$ cat config.mk
export PLATFORM = sky130hd
export DESIGN_NAME = lsu_mem_ctrl
export DESIGN_NICKNAME = d
export VERILOG_FILES = /design/src/rtl/lsu_mem_ctrl.sv
export SDC_FILE = /design/constraint.sdc
export NUM_CORES = 1
export LEC_CHECK = 0
export CAP_MARGIN = 20
export CORE_UTILIZATION = 55
export CTS_BUF_LIST = sky130_fd_sc_hd__clkbuf_8
export CTS_CLUSTER_DIAMETER = 80
export DETAILED_ROUTE_END_ITERATION = 12
export DONT_BUFFER_PORTS = 1
export HOLD_SLACK_MARGIN = 0.02
export PLACE_DENSITY_LB_ADDON = 0.12
export SYNTH_ARGS = -nofsm -noshare
export SYNTH_HDL_FRONTEND = slang
export SYNTH_SLANG_ARGS = --single-unit
$ cat constraint.sdc
create_clock -name clk -period 7.2 [get_ports clk]
set_clock_uncertainty 0.05 [all_clocks]
set_input_delay 1.08 -clock clk [delete_from_list [all_inputs] [get_ports clk]]
set_output_delay 1.08 -clock clk [all_outputs]
set_load 0.02 [all_outputs]
$ cat src/rtl/lsu_mem_ctrl.sv
// Load/store responder between execute and the data-memory bus.
// Checks alignment, steers byte lanes, drives a single-beat bus handshake
// and returns sign/zero-extended load data.
// Optional feature macro: LSU_TIMEOUT_EN (abort a BUS wait after TIMEOUT_CYC cycles).
module lsu_mem_ctrl #(
    parameter int unsigned ADDR_W      = 32,
    parameter int unsigned TIMEOUT_CYC = 255
) (
    input  logic              clk,
    input  logic              rst,
    input  logic              req_valid,
    output logic              req_ready,
    input  logic              cmem_rd,
    input  logic              cmem_wr,
    input  logic [5:0]        calu_op,
    input  logic [ADDR_W-1:0] addr,
    input  logic [63:0]       wdata,
    output logic              resp_valid,
    output logic [63:0]       rdata,
    output logic              err_misalign,
    output logic              err_bus,
    output logic              busy,
    output logic              bus_req,
    output logic              bus_we,
    output logic [ADDR_W-1:0] bus_addr,
    output logic [7:0]        bus_be,
    output logic [63:0]       bus_wdata,
    input  logic              bus_ack,
    input  logic [63:0]       bus_rdata,
    input  logic              bus_err_i
);

    typedef enum logic [1:0] {
        ST_IDLE,
        ST_BUS,
        ST_RESP
    } state_t;

    state_t     state;
    logic [5:0] op_q;
    logic [2:0] off_q;

    logic       accept;
    logic       illegal;
    logic       misalign;
    logic [7:0] size_mask;
    logic [2:0] align_mask;
    logic [63:0] rd_shift;
    logic [63:0] load_ext;

    // Elaboration-time sanity check on the timeout limit.
    if (TIMEOUT_CYC == 0) begin : g_tmo_chk
        $error("lsu_mem_ctrl: TIMEOUT_CYC must be nonzero");
    end

`ifdef LSU_TIMEOUT_EN
    localparam int unsigned CNT_W = (TIMEOUT_CYC > 255) ? $clog2(TIMEOUT_CYC + 1) : 8;
    logic [CNT_W-1:0] tmo_cnt;
`endif

    // Request decode: legality, access size mask and alignment mask.
    always_comb begin
        accept     = req_valid & req_ready & (cmem_rd | cmem_wr);
        illegal    = 1'b1;
        size_mask  = 8'h00;
        align_mask = 3'b000;
        if (cmem_wr) begin
            case (calu_op)
                6'd18:   begin illegal = 1'b0; size_mask = 8'h01; align_mask = 3'b000; end
                6'd19:   begin illegal = 1'b0; size_mask = 8'h03; align_mask = 3'b001; end
                6'd20:   begin illegal = 1'b0; size_mask = 8'h0F; align_mask = 3'b011; end
                6'd21:   begin illegal = 1'b0; size_mask = 8'hFF; align_mask = 3'b111; end
                default: illegal = 1'b1;
            endcase
        end else begin
            case (calu_op)
                6'd1, 6'd5: begin illegal = 1'b0; size_mask = 8'h01; align_mask = 3'b000; end
                6'd2, 6'd6: begin illegal = 1'b0; size_mask = 8'h03; align_mask = 3'b001; end
                6'd3, 6'd7: begin illegal = 1'b0; size_mask = 8'h0F; align_mask = 3'b011; end
                6'd4:       begin illegal = 1'b0; size_mask = 8'hFF; align_mask = 3'b111; end
                default:    illegal = 1'b1;
            endcase
        end
        misalign = |(addr[2:0] & align_mask);
    end

    // Load lane extraction and sign/zero extension from the latched opcode.
    always_comb begin
        rd_shift = bus_rdata >> {off_q, 3'b000};
        load_ext = '0;
        case (op_q)
            6'd1:    load_ext = {{56{rd_shift[7]}},  rd_shift[7:0]};
            6'd2:    load_ext = {{48{rd_shift[15]}}, rd_shift[15:0]};
            6'd3:    load_ext = {{32{rd_shift[31]}}, rd_shift[31:0]};
            6'd4:    load_ext = rd_shift;
            6'd5:    load_ext = {56'd0, rd_shift[7:0]};
            6'd6:    load_ext = {48'd0, rd_shift[15:0]};
            6'd7:    load_ext = {32'd0, rd_shift[31:0]};
            default: load_ext = '0;
        endcase
    end

    // Control FSM with all outputs registered.
    always_ff @(posedge clk) begin
        if (rst) begin
            state        <= ST_IDLE;
            req_ready    <= 1'b1;
            busy         <= 1'b0;
            bus_req      <= 1'b0;
            bus_we       <= 1'b0;
            bus_addr     <= '0;
            bus_be       <= '0;
            bus_wdata    <= '0;
            resp_valid   <= 1'b0;
            rdata        <= '0;
            err_misalign <= 1'b0;
            err_bus      <= 1'b0;
            op_q         <= '0;
            off_q        <= '0;
`ifdef LSU_TIMEOUT_EN
            tmo_cnt      <= '0;
`endif
        end else begin
            resp_valid <= 1'b0;
            case (state)
                ST_IDLE: begin
                    if (accept) begin
                        op_q      <= calu_op;
                        off_q     <= addr[2:0];
                        req_ready <= 1'b0;
                        busy      <= 1'b1;
                        if (illegal) begin
                            state        <= ST_RESP;
                            resp_valid   <= 1'b1;
                            err_bus      <= 1'b1;
                            err_misalign <= 1'b0;
                            rdata        <= '0;
                        end else if (misalign) begin
                            state        <= ST_RESP;
                            resp_valid   <= 1'b1;
                            err_bus      <= 1'b0;
                            err_misalign <= 1'b1;
                            rdata        <= '0;
                        end else begin
                            state     <= ST_BUS;
                            bus_req   <= 1'b1;
                            bus_we    <= cmem_wr;
                            bus_addr  <= {addr[ADDR_W-1:3], 3'b000};
                            bus_be    <= size_mask << addr[2:0];
                            bus_wdata <= wdata << {addr[2:0], 3'b000};
`ifdef LSU_TIMEOUT_EN
                            tmo_cnt   <= '0;
`endif
                        end
                    end
                end
                ST_BUS: begin
                    if (bus_ack) begin
                        state        <= ST_RESP;
                        bus_req      <= 1'b0;
                        resp_valid   <= 1'b1;
                        err_misalign <= 1'b0;
                        err_bus      <= bus_err_i;
                        rdata        <= (bus_err_i | bus_we) ? 64'd0 : load_ext;
                    end
`ifdef LSU_TIMEOUT_EN
                    else if (tmo_cnt == CNT_W'(TIMEOUT_CYC - 1)) begin
                        state        <= ST_RESP;
                        bus_req      <= 1'b0;
                        resp_valid   <= 1'b1;
                        err_misalign <= 1'b0;
                        err_bus      <= 1'b1;
                        rdata        <= '0;
                    end else begin
                        tmo_cnt <= tmo_cnt + CNT_W'(1);
                    end
`endif
                end
                ST_RESP: begin
                    state     <= ST_IDLE;
                    req_ready <= 1'b1;
                    busy      <= 1'b0;
                end
                default: begin
                    state     <= ST_IDLE;
                    req_ready <= 1'b1;
                    busy      <= 1'b0;
                    bus_req   <= 1'b0;
                end
            endcase
        end
    end

endmodule

==> run_summary.xml, run 1 <==
<?xml version="1.0" encoding="UTF-8"?>
<metrics>
  <group name="outcome">
    <metric name="status" unit="">finished, final reports clean</metric>
  </group>
  <group name="detailed_routing">
    <metric name="ant_nets" unit="">0</metric>
    <metric name="detailroute.via_count" unit="">9166</metric>
    <metric name="drt-wirelength-per-cell" unit="um">23.2</metric>
    <metric name="drt_first_iter_violations" unit="">732</metric>
    <metric name="routed_wirelength" unit="mm">33.1</metric>
    <metric name="vias_per_cell" unit="">6.43</metric>
    <metric name="drt-pass1-iter-count" unit="">5</metric>
    <metric name="drcViolationCount" unit="">0</metric>
  </group>
  <group name="layout">
    <metric name="design.final.nets" unit="">1356</metric>
    <metric name="final_instance_area" unit="um2">10300</metric>
    <metric name="synthesis_to_layout_area_growth" unit="%">2.37</metric>
    <metric name="n_antenna_cell" unit="">0</metric>
    <metric name="post_route_cells_drive_above_1_share" unit="%">10.2</metric>
    <metric name="fillcell_total" unit="">1743</metric>
  </group>
  <group name="synth">
    <metric name="synth-seq-area-share" unit="%">36.3</metric>
    <metric name="post_synth_instance_area" unit="um2">10100</metric>
    <metric name="synth_seq_cells" unit="">183</metric>
    <metric name="yosysWarnings" unit="">0</metric>
    <metric name="synth.lib_cells_used.distinct" unit="">59</metric>
    <metric name="synth_top_cell_by_area" unit="">dfxtp_1</metric>
    <metric name="netlist_top_cells_area" unit="">dfxtp_1, mux2i_1, nand2_1, nor2_1, a21oi_1</metric>
    <metric name="synth_enable_flop_cells" unit="">0</metric>
    <metric name="synth_most_common_cell" unit="">dfxtp_1</metric>
    <metric name="ys_top_cells_by_count" unit="">dfxtp_1, nand2_1, nor2_1</metric>
    <metric name="ys.flop_type" unit="">dfxtp_1</metric>
    <metric name="area_share_of_the_largest_cell_type_after_synthesis" unit="%">36.3</metric>
    <metric name="synth_cells" unit="">1271</metric>
    <metric name="post_synth.cell_area_avg" unit="um2">7.95</metric>
    <metric name="synth-async-reset-ratio" unit="%">0</metric>
  </group>
  <group name="cts">
    <metric name="max-clock-path-buffers" unit="">2</metric>
    <metric name="cts_resized" unit="">0</metric>
    <metric name="cts_sinks" unit="">183</metric>
    <metric name="numCtsBuffers" unit="">17</metric>
    <metric name="ctsHtreeMaxLevel" unit="">4</metric>
    <metric name="postCtsSetupRepairBufs" unit="">0</metric>
    <metric name="cts.root.buffer_cell" unit="">clkbuf_8</metric>
    <metric name="clk_pin_slew_worst_paths" unit="ns">0.12</metric>
    <metric name="cts_tree" unit="">done</metric>
    <metric name="clk-insertion-delay-late" unit="ns">0.48</metric>
    <metric name="hold_buffers" unit="">0</metric>
  </group>
  <group name="global_routing">
    <metric name="antenna_found_initial" unit="">0</metric>
    <metric name="grt_first_pass_wirelength" unit="mm">47.7</metric>
    <metric name="gr-usage-met2" unit="%">57.1</metric>
    <metric name="global_route.usage.total" unit="%">33.8</metric>
    <metric name="vias_in_the_first_global_route" unit="">8226</metric>
    <metric name="use_met3" unit="%">10.5</metric>
    <metric name="busiest_layer" unit="">met2</metric>
    <metric name="groute.layer.met1.usage" unit="%">39.8</metric>
    <metric name="grt.overflow.total" unit="">0</metric>
    <metric name="grt_max_degree" unit="">113</metric>
  </group>
  <group name="sta">
    <metric name="report.final.hold_viol_count" unit="">0</metric>
    <metric name="finalWorstPathRequiredPeriod" unit="ns">3.63</metric>
    <metric name="slew_headroom" unit="%">26.9</metric>
    <metric name="fin_setup_tns" unit="ns">0</metric>
    <metric name="grt_setup_unrepaired" unit="">false</metric>
    <metric name="worst_slew_pin_slew" unit="ns">1.10</metric>
    <metric name="final.period_utilization" unit="%">50.5</metric>
    <metric name="report.final.setup_viol" unit="">0</metric>
    <metric name="report.final.slew_viol_count" unit="">0</metric>
    <metric name="fmax" unit="MHz">275</metric>
  </group>
  <group name="critical_path">
    <metric name="timing.critical_path.from_type" unit="">register</metric>
    <metric name="arrival" unit="ns">3.98</metric>
    <metric name="crit_path_end_kind" unit="">register</metric>
    <metric name="timing.critical_path.required" unit="ns">7.54</metric>
    <metric name="timing_worst_setup_path_type" unit="">reg -&gt; reg</metric>
    <metric name="crit_fanout" unit="">36</metric>
  </group>
  <group name="placement">
    <metric name="placer_congestion_estimate" unit="">0.970</metric>
    <metric name="dp_hpwl" unit="mm">23.8</metric>
    <metric name="place.port_buffers" unit="">0</metric>
    <metric name="area_of_placed_instances" unit="um2">9920</metric>
  </group>
  <group name="floorplan">
    <metric name="die_area" unit="um2">18900</metric>
    <metric name="core_area" unit="um2">18000</metric>
    <metric name="num_io_pins" unit="">348</metric>
    <metric name="initial_utilization" unit="%">56.2</metric>
    <metric name="die-width" unit="um">138</metric>
    <metric name="die_y" unit="um">138</metric>
    <metric name="std_cell_rows" unit="">49</metric>
  </group>
  <group name="job">
    <metric name="max_cap_violation_count" unit="">0</metric>
  </group>
  <group name="pwr">
    <metric name="p_total" unit="uW">2070</metric>
    <metric name="cellLeakagePower" unit="uW">0.00358</metric>
    <metric name="vdd.ir_drop.worst" unit="uV">125</metric>
    <metric name="power.density" unit="nW/um2">200</metric>
  </group>
  <group name="hold_path">
    <metric name="min-delay-path-class" unit="">reg -&gt; reg</metric>
  </group>
</metrics>
## logic make-up after synthesis
logic type      share of synthesized area, %
simple gates                            21.7
xor+xnor                              0.0867
compound gates                          21.8
mux                                     14.6
buf+inv                                 5.52
other cells                           0.0371
flops                                   36.3
## where the power goes
part / total (uW) / internal [uW] / switching (uW) / leakage [uW]
combinational: 302 / 117 / 185 / 0.00190
clock: 717 / 266 / 451 / 0.000201
sequential: 1050 / 1030 / 28.7 / 0.00148
total: 2070 / 1410 / 664 / 0.00358
## final timing paths
check                           startpoint         to  slack (ns)  cells past startpoint
worst max register to register    off_q[1]  rdata[49]        3.57                      7
worst min-delay path               op_q[4]    op_q[4]        0.49                      2
worst max-delay path              off_q[1]  rdata[49]        3.57                      7
worst min register to register     op_q[4]    op_q[4]        0.49                      2
## critical path: stages (launching register included)
cell and delay [ns]:
dfxtp_2 0.71, buf_4 0.53, mux2i_1 0.41, mux2i_1 0.16
o211ai_1 0.29, o211a_1 0.86, o21ai_0 0.27, a22o_1 0.24
## through the flow
| step | setup slack, ns | hold slack, ns | util, % | cells |
|---|---|---|---|---|
| 4_1_cts | 3.65 | 0.488 | 57.6 | 1425 |
| 3_3_place_gp | 3.50 | 0.458 | 55.2 | 1393 |
| 2_1_floorplan | 4.19 | 0.425 | - | 1273 |
| 5_1_grt | 3.34 | 0.503 | 57.6 | 1425 |
| 3_5_place_dp | 3.43 | 0.465 | 55.2 | 1393 |
| 6_report | 3.57 | 0.490 | 57.6 | 1425 |
## registers in the layout (all words and copies together), names as in the netlist
register / count
op_q: 6
state: 2
bus_req: 1
bus_wdata: 64
bus_we: 1
busy: 1
err_misalign: 1
rdata: 64
resp_valid: 1
bus_be: 8
bus_addr: 29
req_ready: 1
off_q: 3
err_bus: 1
## per-layer routing
layer  part of all wire (%)  routed length [um]
met5                      0                   0
met1                     38               12700
met3                    9.9                3260
met4                    3.3                1110
met2                     48               16000
## layout make-up
type                       instances  area (um2)  area share (%)
inverter                           5        18.8           0.181
clock inverter                    15         184            1.78
timing repair buffer               7        52.6           0.508
sequential                       183        3670            35.4
multi-input combinational        969        5900            57.1
clock buffer                      17         234            2.26
tap                              229         287            2.77
## layout by cell type, fill, tap and decap left out, drive strengths merged, types with 9 or more instances in the layout
master	synthesis	routed
nor3	40	40
a21oi	112	112
a22o	32	32
nand3	50	50
clkbuf	55	17
mux2i	97	97
a31o	16	16
o22ai	16	16
or2	14	14
nor2b	19	19
clkinv	1	9
dfxtp	183	183
nand2b	13	13
nor2	151	151
mux2	35	35
or4	9	9
a211oi	58	58
inv	4	9
nand2	170	170
o21ai	60	60
Note: power is estimated with default switching activity, not from simulation.
==> run 2: changes to the inputs <==
- clock period: 7.2 -> 3.23 ns (I/O delays scaled with it)
==> run_summary.xml, run 2 (same netlist as run 1, synthesis figures left out) <==
<?xml version="1.0" encoding="UTF-8"?>
<metrics>
  <group name="outcome">
    <metric name="status" unit="">finished, final reports clean</metric>
  </group>
  <group name="critical_path">
    <metric name="crit_path_end_kind" unit="">register</metric>
    <metric name="arrival" unit="ns">3.01</metric>
    <metric name="startpoint" unit="">op_q[5]</metric>
    <metric name="crit_end" unit="">rdata[29]</metric>
    <metric name="timing_worst_setup_path_type" unit="">reg -&gt; reg</metric>
    <metric name="reg2reg_depth" unit="">6</metric>
    <metric name="worst_reg2reg_path_endpoint" unit="">rdata[29]</metric>
    <metric name="crit_fanout" unit="">16</metric>
    <metric name="timing.critical_path.required" unit="ns">3.60</metric>
    <metric name="timing.critical_path.from_type" unit="">register</metric>
    <metric name="worstReg2RegStart" unit="">op_q[5]</metric>
    <metric name="ff2ff_setup_slack" unit="ns">0.59</metric>
  </group>
  <group name="pwr">
    <metric name="vdd.ir_drop.worst" unit="uV">312</metric>
    <metric name="cellLeakagePower" unit="uW">0.00373</metric>
    <metric name="power.density" unit="nW/um2">440</metric>
  </group>
  <group name="sta">
    <metric name="report.final.hold_viol_count" unit="">0</metric>
    <metric name="fin_ws" unit="ns">0.589</metric>
    <metric name="worst_slew_pin_slew" unit="ns">0.884</metric>
    <metric name="slew_headroom" unit="%">40.9</metric>
    <metric name="grt_setup_unrepaired" unit="">false</metric>
    <metric name="fin_setup_tns" unit="ns">0</metric>
    <metric name="report.final.slew_viol_count" unit="">0</metric>
    <metric name="finalWorstPathRequiredPeriod" unit="ns">2.64</metric>
    <metric name="final.period_utilization" unit="%">81.8</metric>
    <metric name="fmax" unit="MHz">379</metric>
    <metric name="report.final.setup_viol" unit="">0</metric>
  </group>
  <group name="layout">
    <metric name="synthesis_to_layout_area_growth" unit="%">5.16</metric>
    <metric name="fillcell_total" unit="">1729</metric>
    <metric name="design.final.nets" unit="">1384</metric>
    <metric name="utilization" unit="%">59.1</metric>
    <metric name="reg_top3" unit="">bus_wdata x64, rdata x64, bus_addr x29</metric>
    <metric name="most_frequent_cells_in_the_layout" unit="">dfxtp_1, nand2_1, nor2_1, a21oi_1, mux2i_1</metric>
    <metric name="post_route_cells_drive_above_1_share" unit="%">11.5</metric>
    <metric name="final_common_cell" unit="">dfxtp_1</metric>
  </group>
  <group name="cts">
    <metric name="ctsHtreeMaxLevel" unit="">4</metric>
    <metric name="cts_tree" unit="">done</metric>
    <metric name="max-clock-path-buffers" unit="">2</metric>
    <metric name="numCtsBuffers" unit="">17</metric>
    <metric name="clk_pin_slew_worst_paths" unit="ns">0.11</metric>
    <metric name="clk-insertion-delay-late" unit="ns">0.47</metric>
    <metric name="cts_sinks" unit="">183</metric>
    <metric name="cts.root.buffer_cell" unit="">clkbuf_8</metric>
  </group>
  <group name="global_routing">
    <metric name="grt_first_pass_wirelength" unit="mm">48.9</metric>
    <metric name="grt_max_degree" unit="">93</metric>
    <metric name="antenna_found_initial" unit="">1</metric>
    <metric name="grt.overflow.total" unit="">0</metric>
    <metric name="global_route.usage.total" unit="%">34.7</metric>
    <metric name="vias_in_the_first_global_route" unit="">8325</metric>
  </group>
  <group name="floorplan">
    <metric name="initial_utilization" unit="%">56.2</metric>
    <metric name="die_y" unit="um">138</metric>
    <metric name="die_area" unit="um2">18900</metric>
    <metric name="std_cell_rows" unit="">49</metric>
    <metric name="die-width" unit="um">138</metric>
    <metric name="num_io_pins" unit="">348</metric>
    <metric name="core_area" unit="um2">18000</metric>
  </group>
  <group name="detailed_routing">
    <metric name="vias_per_cell" unit="">6.40</metric>
    <metric name="drt-pass1-iter-count" unit="">6</metric>
    <metric name="ant_nets" unit="">0</metric>
    <metric name="routed_wirelength" unit="mm">34.4</metric>
    <metric name="drcViolationCount" unit="">0</metric>
    <metric name="drt-wirelength-per-cell" unit="um">23.7</metric>
    <metric name="detailroute.via_count" unit="">9302</metric>
    <metric name="drt_first_iter_violations" unit="">697</metric>
  </group>
  <group name="hold_path">
    <metric name="hold-path-cell-count" unit="">1</metric>
    <metric name="min-delay-path-class" unit="">in -&gt; reg</metric>
    <metric name="worst_hold_startpoint" unit="">rst</metric>
  </group>
  <group name="placement">
    <metric name="placer_congestion_estimate" unit="">0.949</metric>
    <metric name="dp_hpwl" unit="mm">24.4</metric>
    <metric name="place.port_buffers" unit="">0</metric>
    <metric name="place_worst_setup_slack" unit="ns">0.579</metric>
  </group>
  <group name="job">
    <metric name="max_cap_violation_count" unit="">0</metric>
  </group>
</metrics>
-- run 2: cell types whose count changed in the layout (fill, tap and decap cells not counted) --
cell / delta
inv_6: +3
buf_12: +4
diode_2: +1
inv_8: -1
dlygate4sd3_1: +9
buf_4: +15
clkinv_4: -2
-- run 2: per-stage QoR --
step           power (uW)  hold slack (ns)  instances  area (um2)
2_1_floorplan        2990            0.425       1273       10100
3_3_place_gp         3080            0.454       1411       10100
3_5_place_dp         3080            0.470       1411       10100
4_1_cts              4670           0.0203       1448       10600
5_1_grt              4840           0.0287       1454       10600
6_report             4670           0.0508       1454       10600
-- run 2: area by class of cell --
class	instances	area, um2	share of cell area [%]
clock buffer	17	234	2.20
sequential	183	3670	34.5
inverter	5	18.8	0.177
timing repair buffer	35	335	3.16
multi-input combinational	969	5900	55.5
antenna	1	2.50	0.0236
tap	229	287	2.70
clock inverter	15	181	1.71
-- run 2: where the power goes --
part,switching [uW],leakage [uW],internal [uW]
Clock,998,0.000200,594
Combinational,441,0.00205,288
Sequential,65.1,0.00148,2290
Total,1500,0.00373,3170
-- run 2: critical path, stage by stage, from the launching register on --
cell and delay [ns]:
dfxtp_1 0.34, nor3_1 0.54, nand4_1 0.28, nand2b_1 0.44, a21oi_2 0.63, nor2_1 0.15, o21ai_0 0.16
-- run 2: metal layers --
metal	global-route usage (%)	wire, um	vias up	share of wire, %
met3	11.0	3300	66	9.6
met4	14.9	1160	0	3.4
met5	0	0	-	0
li1	-	-	4436	-
met1	39.0	12900	4391	38
met2	59.9	17000	409	49
-- run 2: what timing repair did --
| action | in CTS | in global routing |
|---|---|---|
| endpoints found under the hold margin | 49 | 11 |
| endpoints found under the setup margin | 0 | 0 |
| hold buffers | 5 | 5 |
| gates resized for setup | 0 | 0 |
| setup buffers | 0 | 0 |
-- run 2: worst min path at each step --
stage,to
2_1_floorplan,op_q[4]
3_3_place_gp,op_q[4]
3_5_place_dp,op_q[3]
4_1_cts,op_q[3]
5_1_grt,bus_wdata[62]
6_report,bus_wdata[62]
==> run 3: changes to the inputs <==
- clock period: 3.23 -> 2.23 ns (I/O delays scaled with it)
==> run_summary.xml, run 3 (same netlist as run 1, synthesis figures left out) <==
<?xml version="1.0" encoding="UTF-8"?>
<metrics>
  <group name="hold_path">
    <metric name="min-delay-path-class" unit="">in -&gt; reg</metric>
  </group>
  <group name="global_routing">
    <metric name="antenna_found_initial" unit="">2</metric>
    <metric name="vias_in_the_first_global_route" unit="">9127</metric>
    <metric name="grt_first_pass_wirelength" unit="mm">50.6</metric>
    <metric name="grt.overflow.total" unit="">0</metric>
    <metric name="global_route.usage.total" unit="%">35.7</metric>
    <metric name="grt_max_degree" unit="">102</metric>
  </group>
  <group name="placement">
    <metric name="dp_hpwl" unit="mm">24.5</metric>
    <metric name="place_worst_setup_slack" unit="ns">-0.0899</metric>
    <metric name="place.port_buffers" unit="">0</metric>
    <metric name="placer_congestion_estimate" unit="">0.973</metric>
  </group>
  <group name="cts">
    <metric name="postCtsSetupRepairBufs" unit="">0</metric>
    <metric name="cts_sinks" unit="">183</metric>
    <metric name="numCtsBuffers" unit="">17</metric>
    <metric name="ctsHtreeMaxLevel" unit="">4</metric>
    <metric name="clk-insertion-delay-late" unit="ns">0.48</metric>
    <metric name="cts_tree" unit="">done</metric>
    <metric name="max-clock-path-buffers" unit="">2</metric>
    <metric name="cts.root.buffer_cell" unit="">clkbuf_8</metric>
    <metric name="clk_pin_slew_worst_paths" unit="ns">0.12</metric>
  </group>
  <group name="critical_path">
    <metric name="arrival" unit="ns">2.54</metric>
    <metric name="crit_path_end_kind" unit="">register</metric>
    <metric name="timing.critical_path.from_type" unit="">register</metric>
    <metric name="timing_worst_setup_path_type" unit="">reg -&gt; reg</metric>
    <metric name="timing.critical_path.required" unit="ns">2.62</metric>
    <metric name="crit_fanout" unit="">14</metric>
  </group>
  <group name="detailed_routing">
    <metric name="drcViolationCount" unit="">0</metric>
    <metric name="drt-wirelength-per-cell" unit="um">22.3</metric>
    <metric name="drt-pass1-iter-count" unit="">7</metric>
    <metric name="route.top_layer_used" unit="">met4</metric>
    <metric name="vias_per_cell" unit="">6.28</metric>
    <metric name="routed_wirelength" unit="mm">34.5</metric>
    <metric name="drt_first_iter_violations" unit="">770</metric>
    <metric name="met3_length" unit="mm">3.40</metric>
    <metric name="met2_length" unit="mm">16.6</metric>
    <metric name="ant_nets" unit="">0</metric>
    <metric name="met1Wirelength" unit="mm">13.0</metric>
    <metric name="detailroute.via_count" unit="">9714</metric>
  </group>
  <group name="sta">
    <metric name="report.final.slew_viol_count" unit="">0</metric>
    <metric name="fmax" unit="MHz">466</metric>
    <metric name="report.final.setup_viol" unit="">0</metric>
    <metric name="fin_ws" unit="ns">0.0858</metric>
    <metric name="worst_slew_pin_slew" unit="ns">1.06</metric>
    <metric name="finalWorstPathRequiredPeriod" unit="ns">2.14</metric>
    <metric name="whs" unit="ns">0.0529</metric>
    <metric name="report.final.hold_viol_count" unit="">0</metric>
    <metric name="final.period_utilization" unit="%">96.2</metric>
    <metric name="grt_setup_unrepaired" unit="">false</metric>
    <metric name="slew_headroom" unit="%">29.1</metric>
  </group>
  <group name="pwr">
    <metric name="power.density" unit="nW/um2">611</metric>
    <metric name="vdd.ir_drop.worst" unit="uV">420</metric>
    <metric name="cellLeakagePower" unit="uW">0.00421</metric>
  </group>
  <group name="floorplan">
    <metric name="initial_utilization" unit="%">56.2</metric>
    <metric name="std_cell_rows" unit="">49</metric>
    <metric name="die_y" unit="um">138</metric>
    <metric name="core_area" unit="um2">18000</metric>
    <metric name="num_io_pins" unit="">348</metric>
    <metric name="die_area" unit="um2">18900</metric>
    <metric name="die-width" unit="um">138</metric>
  </group>
  <group name="layout">
    <metric name="design.final.nets" unit="">1478</metric>
    <metric name="reg_top3" unit="">bus_wdata x64, rdata x64, bus_addr x29</metric>
    <metric name="post_route_cells_drive_above_1_share" unit="%">14.4</metric>
    <metric name="synthesis_to_layout_area_growth" unit="%">14.5</metric>
    <metric name="utilization" unit="%">64.4</metric>
    <metric name="most_frequent_cells_in_the_layout" unit="">dfxtp_1, nand2_1, nor2_1, a21oi_1, mux2i_1</metric>
    <metric name="final_common_cell" unit="">dfxtp_1</metric>
  </group>
  <group name="job">
    <metric name="max_cap_violation_count" unit="">0</metric>
  </group>
  <group name="outcome">
    <metric name="status" unit="">finished, final reports clean</metric>
  </group>
</metrics>
## run 3: changes by cell type in the layout (fill, tap and decap cells not counted), sizes merged
cell         change
clkinvlp         -1
buf             +44
inv              +2
bufinv           +1
clkinv           -2
dlygate4sd3     +50
## run 3: path summary, 6_finish.rpt
path,depth (start not counted),end,startpoint,slack (ns)
max reg2reg,8,rdata[8],off_q[1],0.09
min,3,bus_wdata[41],addr[2],0.05
min reg2reg,2,bus_wdata[3],bus_wdata[3],0.51
max,8,rdata[8],off_q[1],0.09
## run 3: final cells by class
cell class	count	area [um2]
clock inverter	15	199
clock buffer	17	234
antenna	1	2.50
tap	229	287
fill	1648	6400
multi-input combinational	969	5920
sequential	183	3670
timing repair buffer	129	1230
inverter	5	18.8
## run 3: power by group
part	internal, uW	leakage, uW	switching, uW	total [uW]
Sequential	3310	0.00148	82.5	3390
Combinational	544	0.00252	684	1230
Clock	982	0.000215	1460	2440
## run 3: worst max-delay path: stages, from the launching register on
cell and delay [ns]:
dfxtp_4 0.44, buf_4 0.25, mux2i_1 0.14, or2_2 0.31, a311oi_1 0.45, o21ai_0 0.13
buf_4 0.16, nor2_1 0.08, a31o_2 0.10
## run 3: what timing repair did
action	4_1_cts	5_1_grt
endpoints found under the hold margin	124	0
hold buffers	60	0
gates cloned	0	0
gates resized for setup	1	6
endpoints found under the setup margin	6	41
## run 3: through the flow
stage / setup TNS (ns) / power, uW / instances / instance area [um2]
after global routing: 0 / 7330 / 1548 / 11600
after global placement: -0.126 / 4530 / 1455 / 10500
after detailed placement: -0.573 / 4530 / 1455 / 10500
final: 0 / 7060 / 1548 / 11600
after CTS: 0 / 7070 / 1547 / 11500
after floorplan: 0 / 4320 / 1273 / 10100
## run 3: routing by layer
metal  track usage [%]  vias up
li1                  -     4638
met1              39.8     4541
met2              60.1      457
met3              12.2       78
met4              18.0        0
met5                 0        -
